File: config.mk
export PLATFORM = sky130hd
export DESIGN_NAME = ifetch_mem_responder
export DESIGN_NICKNAME = d
export VERILOG_FILES = /design/src/rtl/ifetch_mem_responder_pkg.sv /design/src/rtl/ifetch_byte_assembler.sv /design/src/rtl/ifetch_mem_responder.sv
export SDC_FILE = /design/constraint.sdc
export NUM_CORES = 1
export LEC_CHECK = 0
export BUFFER_PORTS_ARGS = -buffer_cell sky130_fd_sc_hd__buf_4
export CAP_MARGIN = 20
export CORE_MARGIN = 1.5
export CORE_UTILIZATION = 45
export DETAILED_ROUTE_END_ITERATION = 10
export GPL_TIMING_DRIVEN = 0
export PLACE_DENSITY = 0.71
export SLEW_MARGIN = 20
export SYNTH_ARGS = -nofsm -noshare
export SYNTH_HDL_FRONTEND = slang
export SYNTH_HIERARCHICAL = 1
export SYNTH_SLANG_ARGS = --single-unit
export TNS_END_PERCENT = 30
File: constraint.sdc
create_clock -name clk -period 7 [get_ports clk]
set_clock_uncertainty 0.15 [all_clocks]
set_input_delay 0.35 -clock clk [delete_from_list [all_inputs] [get_ports clk]]
set_output_delay 0.35 -clock clk [all_outputs]
set_load 0.005 [all_outputs]
File: src/rtl/ifetch_mem_responder_pkg.sv
// Shared types and constants for the instruction-fetch memory responder.
// Byte counts are little-endian lane indices into the assembled word.
package ifetch_mem_responder_pkg;

  typedef enum logic [1:0] {
    IDLE,
    FETCH,
    DONE
  } state_t;

  localparam int INSN_BYTES = 4;
  localparam int RVC_BYTES  = 2;
  localparam int CNT_W      = 3;
  localparam logic [1:0] RVC_OPC_MASK = 2'b11;

  // A halfword is compressed unless both opcode low bits are set
  function automatic logic is_rvc(input logic [1:0] opc);
    return (opc & RVC_OPC_MASK) != RVC_OPC_MASK;
  endfunction

endpackage

File: src/rtl/ifetch_byte_assembler.sv
// Collects returned RAM bytes into four little-endian lanes, detects a
// compressed instruction from byte 0 and presents the assembled word.
module ifetch_byte_assembler
  import ifetch_mem_responder_pkg::*;
(
  input  logic             clk,
  input  logic             rst,
  input  logic             clear,
  input  logic             capture,
  input  logic [7:0]       din,
  input  logic             show,
  output logic [CNT_W-1:0] need,
  output logic             last_capture,
  output logic [31:0]      data
);

  logic [7:0]       lane_reg [INSN_BYTES];
  logic [CNT_W-1:0] cap_cnt_reg;
  logic [31:0]      data_reg;
  logic [31:0]      assembled;
  logic             rvc;

  genvar gi;
  generate
    for (gi = 0; gi < INSN_BYTES; gi++) begin : g_lane
      always_ff @(posedge clk) begin
        if (rst) begin
          lane_reg[gi] <= '0;
        end else if (capture && !clear && cap_cnt_reg == CNT_W'(gi)) begin
          lane_reg[gi] <= din;
        end
      end
    end
  endgenerate

  always_ff @(posedge clk) begin
    if (rst || clear) begin
      cap_cnt_reg <= '0;
    end else if (capture) begin
      cap_cnt_reg <= cap_cnt_reg + CNT_W'(1);
    end
  end

  // Lane 0 only means something once it has been captured for this request
  assign rvc          = (cap_cnt_reg != '0) && is_rvc(lane_reg[0][1:0]);
  assign need         = rvc ? CNT_W'(RVC_BYTES) : CNT_W'(INSN_BYTES);
  assign last_capture = capture && !clear && ((cap_cnt_reg + CNT_W'(1)) == need);

  always_comb begin
    assembled = {lane_reg[3], lane_reg[2], lane_reg[1], lane_reg[0]};
    if (rvc) begin
      assembled = {16'h0000, lane_reg[1], lane_reg[0]};
    end
  end

  // The output only changes on a delivered response; aborted requests leave it alone
  always_ff @(posedge clk) begin
    if (rst) begin
      data_reg <= '0;
    end else if (show) begin
      data_reg <= assembled;
    end
  end

  assign data = show ? assembled : data_reg;

endmodule

File: src/rtl/ifetch_mem_responder.sv
// Memory-side responder for instruction fetch: issues byte reads to the shared
// RAM under arbiter grant and returns one assembled instruction per request.
module ifetch_mem_responder
  import ifetch_mem_responder_pkg::*;
#(
  parameter int ADDR_WIDTH = 17
) (
  input  logic                  clk,
  input  logic                  rst,
  input  logic                  flush,
  input  logic                  asking,
  input  logic [31:0]           addr,
  output logic [31:0]           data,
  output logic                  data_ready,
  output logic                  busy,
  input  logic                  mem_grant,
  output logic                  mem_rd,
  output logic [ADDR_WIDTH-1:0] mem_a,
  input  logic [7:0]            mem_din
);

  state_t           state_reg, state_next;
  logic [31:0]      base_reg;
  logic [CNT_W-1:0] issue_cnt_reg;
  logic             rd_pending_reg;
  logic             accept;
  logic [CNT_W-1:0] need;
  logic             last_capture;

  always_comb begin
    state_next = state_reg;
    accept     = 1'b0;
    mem_rd     = 1'b0;
    data_ready = 1'b0;
    busy       = 1'b0;
    case (state_reg)
      IDLE, DONE: begin
        data_ready = (state_reg == DONE) && !flush;
        accept     = asking && !flush;
        state_next = accept ? FETCH : IDLE;
      end
      FETCH: begin
        busy   = 1'b1;
        mem_rd = mem_grant && (issue_cnt_reg < need);
        if (last_capture) begin
          state_next = DONE;
        end
      end
      default: state_next = IDLE;
    endcase
    if (flush) begin
      state_next = IDLE;
    end
  end

  // Full 32-bit add before truncation so fetches at the top of RAM wrap to 0
  assign mem_a = mem_rd ? ADDR_WIDTH'(base_reg + 32'(issue_cnt_reg)) : '0;

  always_ff @(posedge clk) begin
    if (rst) begin
      state_reg      <= IDLE;
      base_reg       <= '0;
      issue_cnt_reg  <= '0;
      rd_pending_reg <= 1'b0;
    end else begin
      state_reg      <= state_next;
      rd_pending_reg <= mem_rd && !flush;
      if (accept) begin
        base_reg      <= addr;
        issue_cnt_reg <= '0;
      end else if (mem_rd) begin
        issue_cnt_reg <= issue_cnt_reg + CNT_W'(1);
      end
    end
  end

  ifetch_byte_assembler u_asm (
    .clk          (clk),
    .rst          (rst),
    .clear        (accept || flush),
    .capture      (rd_pending_reg),
    .din          (mem_din),
    .show         (data_ready),
    .need         (need),
    .last_capture (last_capture),
    .data         (data)
  );

endmodule

==> results <==
- Cells with a size suffix above 1 make up between 20% and 30% of the layout.
- The global routing met1 resource utilization is 25.4%.
- The number of antenna violations at the first check in global routing is 0.
- After clock tree synthesis, the clock-pin slew on the worst setup and hold paths is 90 ps.
- Adding up every negative setup slack in the final design gives 0 ps.
- The worst hold path was traced through 2 stages.
- The count of buffers added by post-CTS timing repair for setup is 0.
- The HPWL after detailed placement is 6.84 mm.
- In this run the tightest slew margin relative to its limit is 63.5%.
- The area fraction of the dominant cell type after synthesis is 27.0%.
- The transition at the pin with the smallest max-transition slack is 547 ps.
- The worst path uses ~56% of the clock period.
- During I/O placement, the number of pins put on the boundary was 97.
- The global-route wire length before repair is 14.8 mm.
- The post-route minimum period is 3890 ps.
- In the final layout, the multi-input gates occupy between 1500 and 2000 µm².
- For this design, the slowest cell found on the critical path is sky130_fd_sc_hd__dfxtp_1.
- The flop-to-flop setup slack is approximately 3800 ps.
- The maximum number of pins on one net before global-route repair is 17.
- The number of diodes added for antenna fixing is 0.
- Across the run, the number of max-cap violations was 0.
- The via count of the first global-routing pass came to 2977.
- The peak per-stage delay on the critical path is 440 ps.
- Total power for the finished layout comes to 993 µW.
- The sequential cell area is between 2000 and 2500 µm².
- The later-pin clock latency in the skew report is 360 ps.
- Using the TritonRoute via totals, the vias-per-cell ratio works out to between 5 and 6.
- Data on the critical path is required at its endpoint by 6500 ps.
- Ranked by total cell area, the synthesized netlist is headed by sky130_fd_sc_hd__dfxtp_1 (27%), sky130_fd_sc_hd__edfxtp_1 (22%), sky130_fd_sc_hd__and2_1 (5.2%).
- From left edge to right edge, the die measures 101 µm.
- In this run the mean area of a mapped cell was 10.0 µm².
- The most common cell after layout, fill and taps aside is sky130_fd_sc_hd__buf_4.
- The cell count after synthesis is 429.
- The post-cts gate resize count is 0.
- The starting density of the core is 46.6%.
- The area growth from synthesis to layout is 22.9%.
- The hold-critical path endpoint is rd_pending_reg.
- The initialized floorplan defines 35 standard-cell rows.
- The detailed-route DRC error count is 0.
- The critical-path maximum fanout is 10.
- Yosys printed 6 warnings.
- The die height is 101 µm.
- The fraction of the yosys area taken by sequential cells is between 40% and 50%.
- After synthesis the cells add up to between 4000 and 5000 µm².
- In this run the static leakage power is 2.21 nW.
- The global routing usage on met2 is between 30% and 40%.
- The upper clock frequency limit is between 200 and 300 MHz.
- TritonCTS created 9 clock buffers.
- The number of unique standard cell types used by synthesis is between 50 and 60.
- The clock sink count is 90.
- The global routing stage identified its most utilized layer as met2.
- Yosys mapped a number of flops with a built-in enable equal to 32.
- The maximum buffer depth of the clock tree is 2.
- The congestion estimate from routability-driven global placement came to 0.851.
- In this run, post-CTS hold repair placed 0 buffers.
- Port buffering added 81 buffers.
- The number of cells on the worst reg-to-reg path is 15.
- Once detail routing completed, the nets flagged for antenna violations numbered 0.
- Dividing total power by cell area gives a power density of 188 nW/µm².
- The start of the worst register-to-register path is u_asm/cap_cnt_reg[0].
- The critical path launch point type is a flip-flop.
- The flip-flop and latch count after synthesis is 90.
- The number of nets in the synthesized netlist is ~490.
- In the synthesized netlist the dominant register cell turns out to be sky130_fd_sc_hd__dfxtp_1.
- The tightest min-delay check is of the input pin to flip-flop type.
- The total wire length is 9.36 mm.
- The hold violation count in the final report was 0.
- The die covers 10200 µm².
- The capturing element type of the critical path is an output pin.
- After filler insertion, the fill cell instance count of the layout stands at 831.
- Global routing used 4.30% of the available met3 tracks.
- The number of max-slew violations in the final report was 0.
- The cell taking the most area after synthesis is sky130_fd_sc_hd__dfxtp_1.
- Setup repair after global routing left no endpoint under its margin.
- TritonCTS built the clock tree.
- In this design, the critical path's most frequently occurring cell is sky130_fd_sc_hd__buf_4.
- The H-tree level count is 3.
- IR analysis of the VDD net gives a maximum drop of 0.107 mV.
- The cell sitting at the root of the clock tree is a sky130_fd_sc_hd__clkbuf_8.
- The first TritonRoute pass finished after 4 iterations.
- The number of design-rule violations left by the first detailed-router iteration is 148.
- In the layout the commonest cells are sky130_fd_sc_hd__buf_4 (86), sky130_fd_sc_hd__dfxtp_1 (58), sky130_fd_sc_hd__nand2_1 (57).
- The via count is 3276.
- After global routing the overflow that remains totals 0.
- The flow ran to the end, and the final reports show no timing, DRC or antenna violations.
- The critical path is of the flip-flop to output pin type.
- The arrival time of data at the critical path endpoint is roughly 3400 ps.
- After floorplanning, the core was sized to cover 9240 µm².
- The net count of the finished layout is 578.
- The post-synthesis async set-or-reset flop share is 0%.
- Walking the worst path, the cells encountered are inv_1 -> ha_1 -> nor2b_1 -> buf_6 -> buf_4 -> nor2_1 -> buf_4 -> inv_1 -> ha_1 -> o21ai_0 -> o21ai_1 -> buf_2 -> clkinv_1 -> o211ai_1 -> nand2_1 -> buf_4.
- The number of setup violations in the final report is 0.
- The worst flop-to-flop path endpoint is issue_cnt_reg[1].
- The start point of the worst min-delay path is flush.
- After detailed routing, the average wire length per cell comes to approximately 14 µm.
- The global-route usage over all layers is about a fifth.
==> where the power goes <==
| group | switching, mW | internal (mW) | leakage (nW) |
|---|---|---|---|
| sequential | 0.00777 | 0.551 | 0.800 |
| clock | 0.191 | 0.190 | 0.113 |
| combinational | 0.0313 | 0.0223 | 1.30 |
| total | 0.230 | 0.763 | 2.21 |
==> per-stage QoR <==
stage	hold WS, ps	instances	instance area [µm²]	util [%]	setup WS [ps]
after floorplan	278	429	4310	-	3970
after global placement	299	639	5070	54.9	3600
after detailed placement	313	639	5070	54.9	3540
after CTS	23.9	655	5290	57.3	3120
after global routing	25.3	655	5290	57.3	2860
final	42.0	655	5290	57.3	3110
==> Yosys cell counts, drive strengths merged, types with 8 or more instances <==
library cell / number
edfxtp: 32
nand2b: 19
nor3: 8
o211ai: 21
nor2: 17
and2: 37
dfxtp: 58
mux2: 16
clkbuf: 8
nand2: 57
buf: 17
nor2b: 20
ha: 11
inv: 12
a21oi: 37
==> critical path, delay by kind of cell, from the launching register on <==
family | cells | cell delay [ps]
fa+ha+maj | 2 | 490
buf+inv | 8 | 1240
flops | 1 | 440
simple gates | 3 | 380
compound gates | 3 | 470
==> metal layers <==
layer  vias up  share of wire [%]
li1       1660                  -
met1      1550                 46
met2        60                 49
met3         6                3.7
met4         0               0.97
met5         -                  0
==> worst max path at each step <==
stage                     cells after the start                  from        end  slack (ps)
final                                        16  u_asm/cap_cnt_reg[0]  mem_a[16]        3110
after floorplan                              14  u_asm/cap_cnt_reg[0]  mem_a[14]        3970
after global routing                         16  u_asm/cap_cnt_reg[0]  mem_a[14]        2860
after global placement                       16  u_asm/cap_cnt_reg[0]  mem_a[16]        3600
after detailed placement                     16  u_asm/cap_cnt_reg[0]  mem_a[16]        3540
after CTS                                    16  u_asm/cap_cnt_reg[0]  mem_a[16]        3120
==> kinds of logic (layout without fill, tap and decap cells) <==
family | after synthesis | in the layout | synth area share (%)
multiplexers | 18 | 18 | 4.65
buffers and inverters | 38 | 135 | 4.39
adder cells (fa/ha/maj) | 12 | 12 | 3.66
AO/OA/AOI/OAI | 75 | 75 | 11.3
XOR/XNOR | 12 | 12 | 2.44
flip-flops | 90 | 90 | 49.3
AND/OR/NAND/NOR | 183 | 183 | 24.2
other | 1 | 1 | 0.0871
==> area by class of cell <==
class | count | share of cell area, %
Timing Repair Buffer | 81 | 11.5
Tap cell | 129 | 3.05
Inverter | 13 | 0.922
Buffer | 25 | 2.65
Clock buffer | 10 | 2.81
Clock inverter | 6 | 1.28
Multi-Input combinational cell | 301 | 37.7
Sequential cell | 90 | 40.1
Power figures use the tool's default switching activity.
